--- src/rtl/aggr_scheduler_if.sv ---
// ----------------------------------------------------------------------------
// aggr_scheduler_if
// Groups the descriptor, alpha-FIFO, WH BRAM and accumulator-side signals of
// the aggregation scheduler.
//   master : scheduler side (drives desc_rdy_o, alpha_ff_rd_vld_o,
//            wh_bram_addrb_o, acc_vld_o, acc_first_o, acc_last_o)
//   slave  : environment side (drives desc_vld_i, desc_num_node_i,
//            alpha_ff_empty_i, acc_rdy_i)
// ----------------------------------------------------------------------------
interface aggr_scheduler_if #(
   parameter int WH_ADDR_W      = 14,
   parameter int NUM_NODE_WIDTH = 8
);
   logic                      desc_vld_i;
   logic                      desc_rdy_o;
   logic [NUM_NODE_WIDTH-1:0] desc_num_node_i;
   logic                      alpha_ff_empty_i;
   logic                      alpha_ff_rd_vld_o;
   logic [WH_ADDR_W-1:0]      wh_bram_addrb_o;
   logic                      acc_vld_o;
   logic                      acc_first_o;
   logic                      acc_last_o;
   logic                      acc_rdy_i;

   modport master (
      input  desc_vld_i, desc_num_node_i, alpha_ff_empty_i, acc_rdy_i,
      output desc_rdy_o, alpha_ff_rd_vld_o, wh_bram_addrb_o,
             acc_vld_o, acc_first_o, acc_last_o
   );

   modport slave (
      output desc_vld_i, desc_num_node_i, alpha_ff_empty_i, acc_rdy_i,
      input  desc_rdy_o, alpha_ff_rd_vld_o, wh_bram_addrb_o,
             acc_vld_o, acc_first_o, acc_last_o
   );
endinterface

--- src/rtl/aggr_scheduler.sv ---
// ----------------------------------------------------------------------------
// aggr_scheduler
// Walks one layer pass: fetches a descriptor per subgraph, then issues one
// node per cycle (alpha FIFO pop + WH BRAM read) whenever the alpha FIFO has
// data and the accumulator can accept. The BRAM address runs linearly across
// the whole pass. Accumulator tags are presented one cycle after issue so
// they line up with the BRAM read data.
//
// Ports
//   clk, rst_n        clock, asynchronous active-low reset
//   start_i           one-cycle pass start (ignored while busy_o)
//   sg_total_i        subgraph count, sampled on an accepted start
//   bus (master)      descriptor / alpha FIFO / WH BRAM / accumulator signals
//   busy_o            high outside IDLE
//   done_o            one-cycle pulse at the end of the pass
//   perf_stall_cnt_o  RUN cycles without an issue
//
// Build option
//   AGGR_SCHED_PERF_EN : when defined, perf_stall_cnt_o is a saturating
//                        stall counter; otherwise it is tied to zero.
// ----------------------------------------------------------------------------
module aggr_scheduler #(
   parameter int WH_ADDR_W      = 14,
   parameter int NUM_NODE_WIDTH = 8,
   parameter int SG_CNT_W       = 12
) (
   input  logic                clk,
   input  logic                rst_n,
   input  logic                start_i,
   input  logic [SG_CNT_W-1:0] sg_total_i,
   aggr_scheduler_if.master    bus,
   output logic                busy_o,
   output logic                done_o,
   output logic [31:0]         perf_stall_cnt_o
);

   typedef enum logic [1:0] {
      S_IDLE = 2'd0,
      S_LOAD = 2'd1,
      S_RUN  = 2'd2,
      S_DONE = 2'd3
   } state_t;

   localparam logic [WH_ADDR_W-1:0]      ADDR_ONE = 1;
   localparam logic [NUM_NODE_WIDTH-1:0] NODE_ONE = 1;
   localparam logic [SG_CNT_W-1:0]       SG_ONE   = 1;

   state_t                    state_reg, state_next;
   logic [WH_ADDR_W-1:0]      addr_reg;
   logic [NUM_NODE_WIDTH-1:0] node_cnt_reg;
   logic [NUM_NODE_WIDTH-1:0] num_node_reg;
   logic [SG_CNT_W-1:0]       sg_left_reg;   // subgraphs not yet completed
   logic                      acc_vld_reg, acc_first_reg, acc_last_reg;

   logic issue, desc_rdy, busy, done;
   logic start_accept, desc_accept;
   logic sg_final, node_last;

   // The subgraph in flight is the last one of the pass.
   assign sg_final  = (sg_left_reg == SG_ONE);
   // num_node_reg is never zero in RUN, so the subtraction cannot underflow there.
   assign node_last = (node_cnt_reg == (num_node_reg - NODE_ONE));

   assign start_accept = start_i && (state_reg == S_IDLE);
   assign desc_accept  = desc_rdy && bus.desc_vld_i;

   always_ff @(posedge clk or negedge rst_n) begin
      if (!rst_n) begin
         state_reg <= S_IDLE;
      end else begin
         state_reg <= state_next;
      end
   end

   always_comb begin
      state_next = state_reg;
      issue      = 1'b0;
      desc_rdy   = 1'b0;
      busy       = 1'b1;
      done       = 1'b0;
      case (state_reg)
         S_IDLE: begin
            busy = 1'b0;
            if (start_i) begin
               state_next = (sg_total_i == '0) ? S_DONE : S_LOAD;
            end
         end
         S_LOAD: begin
            desc_rdy = 1'b1;
            if (bus.desc_vld_i) begin
               if (bus.desc_num_node_i != '0) begin
                  state_next = S_RUN;
               end else if (sg_final) begin
                  // An empty final subgraph ends the pass right here.
                  state_next = S_DONE;
               end
            end
         end
         S_RUN: begin
            issue = !bus.alpha_ff_empty_i && bus.acc_rdy_i;
            if (issue && node_last) begin
               state_next = sg_final ? S_DONE : S_LOAD;
            end
         end
         S_DONE: begin
            done       = 1'b1;
            state_next = S_IDLE;
         end
         default: state_next = S_IDLE;
      endcase
   end

   always_ff @(posedge clk or negedge rst_n) begin
      if (!rst_n) begin
         addr_reg      <= '0;
         node_cnt_reg  <= '0;
         num_node_reg  <= '0;
         sg_left_reg   <= '0;
         acc_vld_reg   <= 1'b0;
         acc_first_reg <= 1'b0;
         acc_last_reg  <= 1'b0;
      end else begin
         // Tags follow the issue by one cycle to match the BRAM read latency.
         acc_vld_reg   <= issue;
         acc_first_reg <= issue && (node_cnt_reg == '0);
         acc_last_reg  <= issue && node_last;

         if (start_accept) begin
            addr_reg     <= '0;
            node_cnt_reg <= '0;
            sg_left_reg  <= sg_total_i;
         end else if (desc_accept) begin
            num_node_reg <= bus.desc_num_node_i;
            node_cnt_reg <= '0;
            if (bus.desc_num_node_i == '0) begin
               sg_left_reg <= sg_left_reg - SG_ONE;
            end
         end else if (issue) begin
            addr_reg <= addr_reg + ADDR_ONE;
            if (node_last) begin
               node_cnt_reg <= '0;
               sg_left_reg  <= sg_left_reg - SG_ONE;
            end else begin
               node_cnt_reg <= node_cnt_reg + NODE_ONE;
            end
         end
      end
   end

`ifdef AGGR_SCHED_PERF_EN
   logic [31:0] stall_cnt_reg;

   always_ff @(posedge clk or negedge rst_n) begin
      if (!rst_n) begin
         stall_cnt_reg <= '0;
      end else if (start_accept) begin
         stall_cnt_reg <= '0;
      end else if ((state_reg == S_RUN) && !issue && (stall_cnt_reg != 32'hFFFF_FFFF)) begin
         stall_cnt_reg <= stall_cnt_reg + 32'd1;
      end
   end

   assign perf_stall_cnt_o = stall_cnt_reg;
`else
   assign perf_stall_cnt_o = 32'd0;
`endif

   assign bus.desc_rdy_o        = desc_rdy;
   assign bus.alpha_ff_rd_vld_o = issue;
   assign bus.wh_bram_addrb_o   = addr_reg;
   assign bus.acc_vld_o         = acc_vld_reg;
   assign bus.acc_first_o       = acc_first_reg;
   assign bus.acc_last_o        = acc_last_reg;
   assign busy_o                = busy;
   assign done_o                = done;

endmodule

--- src/flat_wrapper.sv ---
// flat-port wrapper written by rule: the top's interface ports become plain ports
module aggr_scheduler_flat 
#(
   parameter int WH_ADDR_W      = 14,
   parameter int NUM_NODE_WIDTH = 8,
   parameter int SG_CNT_W       = 12
)
  (clk, rst_n, start_i, sg_total_i, busy_o, done_o, perf_stall_cnt_o, bus_desc_vld_i, bus_desc_num_node_i, bus_alpha_ff_empty_i, bus_acc_rdy_i, bus_desc_rdy_o, bus_alpha_ff_rd_vld_o, bus_wh_bram_addrb_o, bus_acc_vld_o, bus_acc_first_o, bus_acc_last_o);
  aggr_scheduler_if #(.WH_ADDR_W(WH_ADDR_W), .NUM_NODE_WIDTH(NUM_NODE_WIDTH)) bus_i ();
  input  logic clk;
  input  logic rst_n;
  input  logic start_i;
  input  logic [SG_CNT_W-1:0] sg_total_i;
  output logic busy_o;
  output logic done_o;
  output logic [31:0] perf_stall_cnt_o;
  input wire logic [$bits(bus_i.desc_vld_i)-1:0] bus_desc_vld_i;
  input wire logic [$bits(bus_i.desc_num_node_i)-1:0] bus_desc_num_node_i;
  input wire logic [$bits(bus_i.alpha_ff_empty_i)-1:0] bus_alpha_ff_empty_i;
  input wire logic [$bits(bus_i.acc_rdy_i)-1:0] bus_acc_rdy_i;
  output wire logic [$bits(bus_i.desc_rdy_o)-1:0] bus_desc_rdy_o;
  output wire logic [$bits(bus_i.alpha_ff_rd_vld_o)-1:0] bus_alpha_ff_rd_vld_o;
  output wire logic [$bits(bus_i.wh_bram_addrb_o)-1:0] bus_wh_bram_addrb_o;
  output wire logic [$bits(bus_i.acc_vld_o)-1:0] bus_acc_vld_o;
  output wire logic [$bits(bus_i.acc_first_o)-1:0] bus_acc_first_o;
  output wire logic [$bits(bus_i.acc_last_o)-1:0] bus_acc_last_o;
  assign bus_i.desc_vld_i = bus_desc_vld_i;
  assign bus_i.desc_num_node_i = bus_desc_num_node_i;
  assign bus_i.alpha_ff_empty_i = bus_alpha_ff_empty_i;
  assign bus_i.acc_rdy_i = bus_acc_rdy_i;
  assign bus_desc_rdy_o = bus_i.desc_rdy_o;
  assign bus_alpha_ff_rd_vld_o = bus_i.alpha_ff_rd_vld_o;
  assign bus_wh_bram_addrb_o = bus_i.wh_bram_addrb_o;
  assign bus_acc_vld_o = bus_i.acc_vld_o;
  assign bus_acc_first_o = bus_i.acc_first_o;
  assign bus_acc_last_o = bus_i.acc_last_o;
  aggr_scheduler #(.WH_ADDR_W(WH_ADDR_W), .NUM_NODE_WIDTH(NUM_NODE_WIDTH), .SG_CNT_W(SG_CNT_W)) u_core (.clk(clk), .rst_n(rst_n), .start_i(start_i), .sg_total_i(sg_total_i), .bus(bus_i), .busy_o(busy_o), .done_o(done_o), .perf_stall_cnt_o(perf_stall_cnt_o));
endmodule
--- config.mk ---
export PLATFORM = sky130hd
export DESIGN_NAME = aggr_scheduler_flat
export DESIGN_NICKNAME = d
export VERILOG_FILES = /design/src/rtl/aggr_scheduler_if.sv /design/src/rtl/aggr_scheduler.sv /design/src/flat_wrapper.sv
export SDC_FILE = /design/constraint.sdc
export NUM_CORES = 1
export LEC_CHECK = 0
export CAP_MARGIN = 5
export CORE_AREA = 2 2 71 106
export DETAILED_ROUTE_END_ITERATION = 6
export DIE_AREA = 0 0 73 108
export GPL_ROUTABILITY_DRIVEN = 0
export HOLD_SLACK_MARGIN = 0.02
export MAX_ROUTING_LAYER = met4
export PLACE_DENSITY = 0.72
export SLEW_MARGIN = 20
export SYNTH_ARGS = -nofsm -noshare
export SYNTH_HDL_FRONTEND = slang
export SYNTH_SLANG_ARGS = --single-unit
--- constraint.sdc ---
create_clock -name clk -period 3.08 [get_ports clk]
set_input_delay 0.308 -clock clk [delete_from_list [all_inputs] [get_ports clk]]
set_output_delay 0.308 -clock clk [all_outputs]
set_load 0.05 [all_outputs]
==> results of run 1 <==
[Yosys cell counts, types with 2 or more instances]
| library cell | count | area share [%] |
|---|---|---|
| o211ai_1 | 3 | 0.74 |
| buf_1 | 2 | 0.25 |
| nand3_1 | 15 | 2.5 |
| xnor2_1 | 12 | 3.5 |
| inv_1 | 15 | 1.9 |
| nand2b_1 | 4 | 0.82 |
| xor2_1 | 12 | 3.5 |
| a21oi_1 | 21 | 3.5 |
| clkbuf_1 | 7 | 0.86 |
| and3_1 | 6 | 1.2 |
| or3_1 | 2 | 0.41 |
| o221a_1 | 2 | 0.74 |
| nor2b_1 | 2 | 0.41 |
| or2_2 | 3 | 0.62 |
| nand2_1 | 23 | 2.8 |
| o22a_1 | 4 | 1.2 |
| buf_6 | 2 | 0.74 |
| nor2_1 | 43 | 5.3 |
| and2_1 | 3 | 0.62 |
| mux2_2 | 9 | 3.3 |
| o22ai_1 | 5 | 1.0 |
| o21ai_0 | 6 | 0.99 |
| nor3_1 | 10 | 1.6 |
| a31oi_1 | 2 | 0.41 |
| nand3b_1 | 3 | 0.74 |
| buf_4 | 32 | 7.9 |
| nand4_1 | 6 | 1.2 |
| nor4_1 | 8 | 1.6 |
| dfrtp_1 | 47 | 39 |
| ha_1 | 6 | 2.5 |
[worst max-delay path, stage by stage (launching register included)]
cell and delay [ns]:
dfrtp_1 0.42, inv_1 0.07, ha_1 0.18, nand2b_1 0.11
or4_4 0.49, a211oi_2 0.30, o2111ai_2 0.23, and2_1 0.35
o221a_1 0.29
[how the worst max path moves through the flow]
stage                             to              startpoint
6_report       u_core.sg_left_reg[8]  u_core.num_node_reg[0]
5_1_grt        u_core.sg_left_reg[5]  u_core.num_node_reg[0]
4_1_cts        u_core.sg_left_reg[8]  u_core.num_node_reg[0]
3_5_place_dp   u_core.sg_left_reg[8]           bus_acc_rdy_i
3_3_place_gp   u_core.sg_left_reg[5]           bus_acc_rdy_i
2_1_floorplan  u_core.sg_left_reg[8]  u_core.num_node_reg[0]
[stage by stage]
step           setup slack [ns]  power (mW)
4_1_cts                   0.506        2.64
3_5_place_dp              0.490        2.16
3_3_place_gp              0.499        2.14
6_report                  0.522        2.62
2_1_floorplan             0.782        1.88
5_1_grt                   0.359        2.81
[cell families (layout without fill, tap and decap cells)]
logic type | after synthesis | in the layout | share of synthesized area (%)
AOI/OAI and AO/OA | 59 | 59 | 13.4
DFF | 47 | 47 | 38.7
and+or+nand+nor | 138 | 138 | 22.9
muxes | 10 | 10 | 3.66
buffers and inverters | 60 | 76 | 11.9
other | 1 | 32 | 0.123
adders and majority gates | 6 | 6 | 2.47
xor gates and xnor gates | 24 | 24 | 6.91
[power breakdown]
group	switching [mW]	internal, mW
Clock	0.226	0.245
Combinational	0.702	0.461
Sequential	0.215	0.776
[layout make-up]
class | count | area share, %
Multi-Input combinational cell | 269 | 45.4
Inverter | 16 | 1.68
Tap cell | 78 | 2.73
Clock buffer | 5 | 1.93
Timing Repair Buffer | 52 | 14.0
Sequential cell | 47 | 32.9
Clock inverter | 3 | 1.30
[per-layer routing]
layer,routed length [microns],global-route usage [%],vias to the layer above
li1,-,-,1239
met1,2640,20.6,1214
met2,3490,31.5,90
met3,314,3.17,15
met4,165,7.94,0
met5,0,-,-
==> impl_metrics.env, run 1 <==
export IMPL_status="complete, but fails checks"
export IMPL_violations="hold timing"
export IMPL_grt_antenna_before_repair=0
export IMPL_slew_viol_final=0
export IMPL_dpl_instance_area_sq_um=3450
export IMPL_synth_avg_cell_area_sq_um=8.82
export IMPL_root_buffer="clkbuf_8"
export IMPL_largest_register_ffs=14
export IMPL_synth_edf_count=0
export IMPL_cts_htree_levels=2
export IMPL_drc=0
export IMPL_post_cts_buffers=0
export IMPL_num_rows=37
export IMPL_worstSetupPathType="reg2reg"
export IMPL_cts_sinks=47
export IMPL_grt_max_degree=48
export IMPL_fin_skew_ns=0.00562
export IMPL_power_density_nw_per_um2=735
export IMPL_stdcell_area_sq_um=3570
export IMPL_core_sq_um=6900
export IMPL_max_clock_path_buffers=2
export IMPL_vias_per_cell=5.44
export IMPL_cp_max_fo=11
export IMPL_ant_nets=0
export IMPL_ir_drop_mv=0.528
export IMPL_track_usage_pct=18.4
export IMPL_finalNetCount=423
export IMPL_utilization_pct=51.8
export IMPL_synthCells=345
export IMPL_synth_area_sq_um=3040
export IMPL_die_x_microns=73
export IMPL_numCtsBuffers=5
export IMPL_n_antenna_cell=0
export IMPL_die_h_microns=108
export IMPL_layout_common_cells="47 x dfrtp_1, 44 x clkdlybuf4s50_1, 43 x nor2_1"
export IMPL_hold_path_class="in2async"
export IMPL_cts_resized=0
export IMPL_vias=2558
export IMPL_async_flop_share_pct=100
export IMPL_drtIter0Drc=126
export IMPL_post_route_period_util_pct=83.1
export IMPL_port_buffers=46
export IMPL_start_kind="register"
export IMPL_hold_worst_slack_ns=-0.00801
export IMPL_clk_latency_ns=0.31
export IMPL_ys_types=60
export IMPL_hold_violations=7
export IMPL_r2r_start="u_core.num_node_reg[0]"
export IMPL_first_pass_iters=4
export IMPL_relSlewSlack_pct=60.7
export IMPL_yosys_warnings=0
export IMPL_wire_per_inst_microns=14.1
export IMPL_drive_above_1_share_pct=8.67
export IMPL_multiInputGateArea_sq_um=1620
export IMPL_synth_flop_cell="dfrtp_1"
export IMPL_worstRegToRegCells=8
export IMPL_clk_pin_slew_ns=0.09
export IMPL_area_growth_pct=17.4
export IMPL_ys_seq_elements=47
export IMPL_r2r_end="u_core.sg_left_reg[8]"
export IMPL_crit_arrival_ns=2.76
export IMPL_setup_tns_ns=0
export IMPL_final_common_cell="dfrtp_1"
export IMPL_ys_seq_area_share_pct=38.7
export IMPL_required_ns=3.28
export IMPL_p_leak_nw=1.53
export IMPL_setup_violations=0
export IMPL_cts_hold_fix_buffers=0
export IMPL_cts_tree="yes"
export IMPL_wl_microns=6610
export IMPL_grt_pass1_vias=2396
export IMPL_dp_cells=462
export IMPL_drv_cap=0
export IMPL_fill_cells=651
export IMPL_period_needed_ns=2.56
export IMPL_tightest_slew_ns=0.590
export IMPL_place_hpwl_microns=5100
export IMPL_initial_utilization_pct=44.1
export IMPL_end_kind="register"
export IMPL_fin_cells=470
export IMPL_grt_ovfl_total=0
export IMPL_final_seq_area_sq_um=1180
export IMPL_r2r_slack_ns=0.52
export IMPL_dieArea_sq_um=7880
export IMPL_ioPinCount=79
export IMPL_rsz0062_at_grt="false"
export IMPL_grt_pass1_wl_microns=11000
export IMPL_fmax_mhz=391
(Power assumes the default switching activity.)
==> run 2, diff against run 1 <==
- clock period: 3.08 -> 2.4 ns (I/O delays scaled with it)
==> impl_metrics.env, run 2 (synthesis gave the netlist of run 1 again) <==
export IMPL_status="completed"
export IMPL_vias_per_cell=5.35
export IMPL_port_buffers=46
export IMPL_die_h_microns=108
export IMPL_cts_sinks=47
export IMPL_r2r_slack_ns=0.09
export IMPL_ir_drop_mv=0.615
export IMPL_fin_cells=489
export IMPL_pre_cts_slack_ns=-0.0537
export IMPL_worstRegToRegCells=8
export IMPL_tightest_slew_ns=0.612
export IMPL_grt_pass1_vias=2423
export IMPL_start_kind="register"
export IMPL_relSlewSlack_pct=59.2
export IMPL_largest_register_ffs=14
export IMPL_fmax_mhz=433
export IMPL_cts_htree_levels=2
export IMPL_num_rows=37
export IMPL_fin_skew_ns=0.0107
export IMPL_post_route_period_util_pct=96.3
export IMPL_total_power_mw=3.59
export IMPL_r2r_end="u_core.sg_left_reg[0]"
export IMPL_grt_antenna_before_repair=0
export IMPL_die_x_microns=73
export IMPL_max_clock_path_buffers=2
export IMPL_slowest_stage="or4_1"
export IMPL_worstSetupPathType="reg2reg"
export IMPL_crit_chain="buf_4, or3_1, or4_1, nand3_1, o2111ai_2, buf_6, or3_1, nand3_1"
export IMPL_clk_pin_slew_ns=0.10
export IMPL_initial_utilization_pct=44.1
export IMPL_slew_viol_final=0
export IMPL_dieArea_sq_um=7880
export IMPL_drtIter0Drc=125
export IMPL_grt_max_degree=48
export IMPL_grt_pass1_wl_microns=11400
export IMPL_ant_nets=0
export IMPL_cp_max_fo=6
export IMPL_hold_worst_slack_ns=0.00653
export IMPL_finalNetCount=442
export IMPL_grt_ovfl_total=0
export IMPL_cts_hold_fix_buffers=0
export IMPL_core_sq_um=6900
export IMPL_period_needed_ns=2.31
export IMPL_end_kind="register"
export IMPL_fin_ws_ns=0.0896
export IMPL_drc=0
export IMPL_hold_path_class="in2async"
export IMPL_drive_above_1_share_pct=13.6
export IMPL_area_growth_pct=23.6
export IMPL_crit_arrival_ns=2.57
export IMPL_drv_cap=0
export IMPL_power_density_nw_per_um2=956
export IMPL_setup_violations=0
export IMPL_final_common_cell="dfrtp_1"
export IMPL_track_usage_pct=19.0
export IMPL_vias=2616
export IMPL_r2r_start="u_core.num_node_reg[0]"
export IMPL_p_leak_nw=1.63
export IMPL_wl_microns=7030
export IMPL_dp_cells=479
export IMPL_ioPinCount=79
export IMPL_wire_per_inst_microns=14.4
export IMPL_required_ns=2.65
export IMPL_clk_latency_ns=0.31
export IMPL_first_pass_iters=5
export IMPL_root_buffer="clkbuf_8"
export IMPL_cp_slowest_stage_delay_ns=0.52
export IMPL_utilization_pct=54.5
export IMPL_layout_common_cells="47 x dfrtp_1, 44 x clkdlybuf4s50_1, 43 x nor2_1"
export IMPL_place_hpwl_microns=5290
export IMPL_cts_tree="yes"
export IMPL_hold_violations=0
export IMPL_numCtsBuffers=5
export IMPL_n_antenna_cell=0
run 2: how the worst max path moves through the flow:
| stage | to | cells past startpoint | start | slack, ns |
|---|---|---|---|---|
| floorplan | u_core.sg_left_reg[8] | 9 | u_core.num_node_reg[0] | 0.10 |
| global placement | u_core.sg_left_reg[8] | 7 | bus_desc_num_node_i[1] | 0.004 |
| detailed placement | u_core.sg_left_reg[5] | 7 | bus_desc_num_node_i[1] | -0.05 |
| CTS | u_core.sg_left_reg[0] | 9 | u_core.num_node_reg[1] | 0.02 |
| global route | u_core.sg_left_reg[0] | 9 | u_core.num_node_reg[1] | -0.008 |
| finish | u_core.sg_left_reg[0] | 8 | u_core.num_node_reg[0] | 0.09 |
run 2: repair_timing:
action | 4_1_cts | 5_1_grt
gates cloned | 0 | 1
endpoints found under the setup margin | 5 | 12
buffers inserted | 0 | 1
gates resized for setup | 3 | 5
pin swaps | 0 | 2
run 2: layer usage:
layer | vias to the layer above | wire length (microns) | track usage (%)
li1 | 1271 | - | -
met1 | 1262 | 2900 | 22.5
met2 | 75 | 3770 | 32.7
met3 | 8 | 236 | 2.80
met4 | 0 | 123 | 6.22
met5 | - | 0 | -
run 2: cell type report:
class / count / area [sq um]
Fill cell: 647 / 3140
Tap cell: 78 / 97.6
Multi-Input combinational cell: 269 / 1660
Clock inverter: 3 / 46.3
Sequential cell: 47 / 1180
Clock buffer: 5 / 68.8
Timing Repair Buffer: 71 / 654
Inverter: 16 / 60.1
run 2: through the flow:
stage                     TNS (ns)  area, sq um
final                            0         3760
after detailed placement    -0.188         3590
after global placement           0         3590
after global routing      -0.00764         3760
after CTS                        0         3720
after floorplan                  0         3160
run 2: critical path: cells and delay by family (launching register included):
family	cells	cell delay, ns
compound gates	1	0.16
flops	1	0.39
buf+inv	2	0.33
simple gates	5	1.39
run 2: report_power, final:
group | switching (mW) | internal [mW] | total, mW
sequential | 0.254 | 0.996 | 1.25
combinational | 0.983 | 0.742 | 1.72
clock | 0.303 | 0.314 | 0.618
total | 1.54 | 2.05 | 3.59
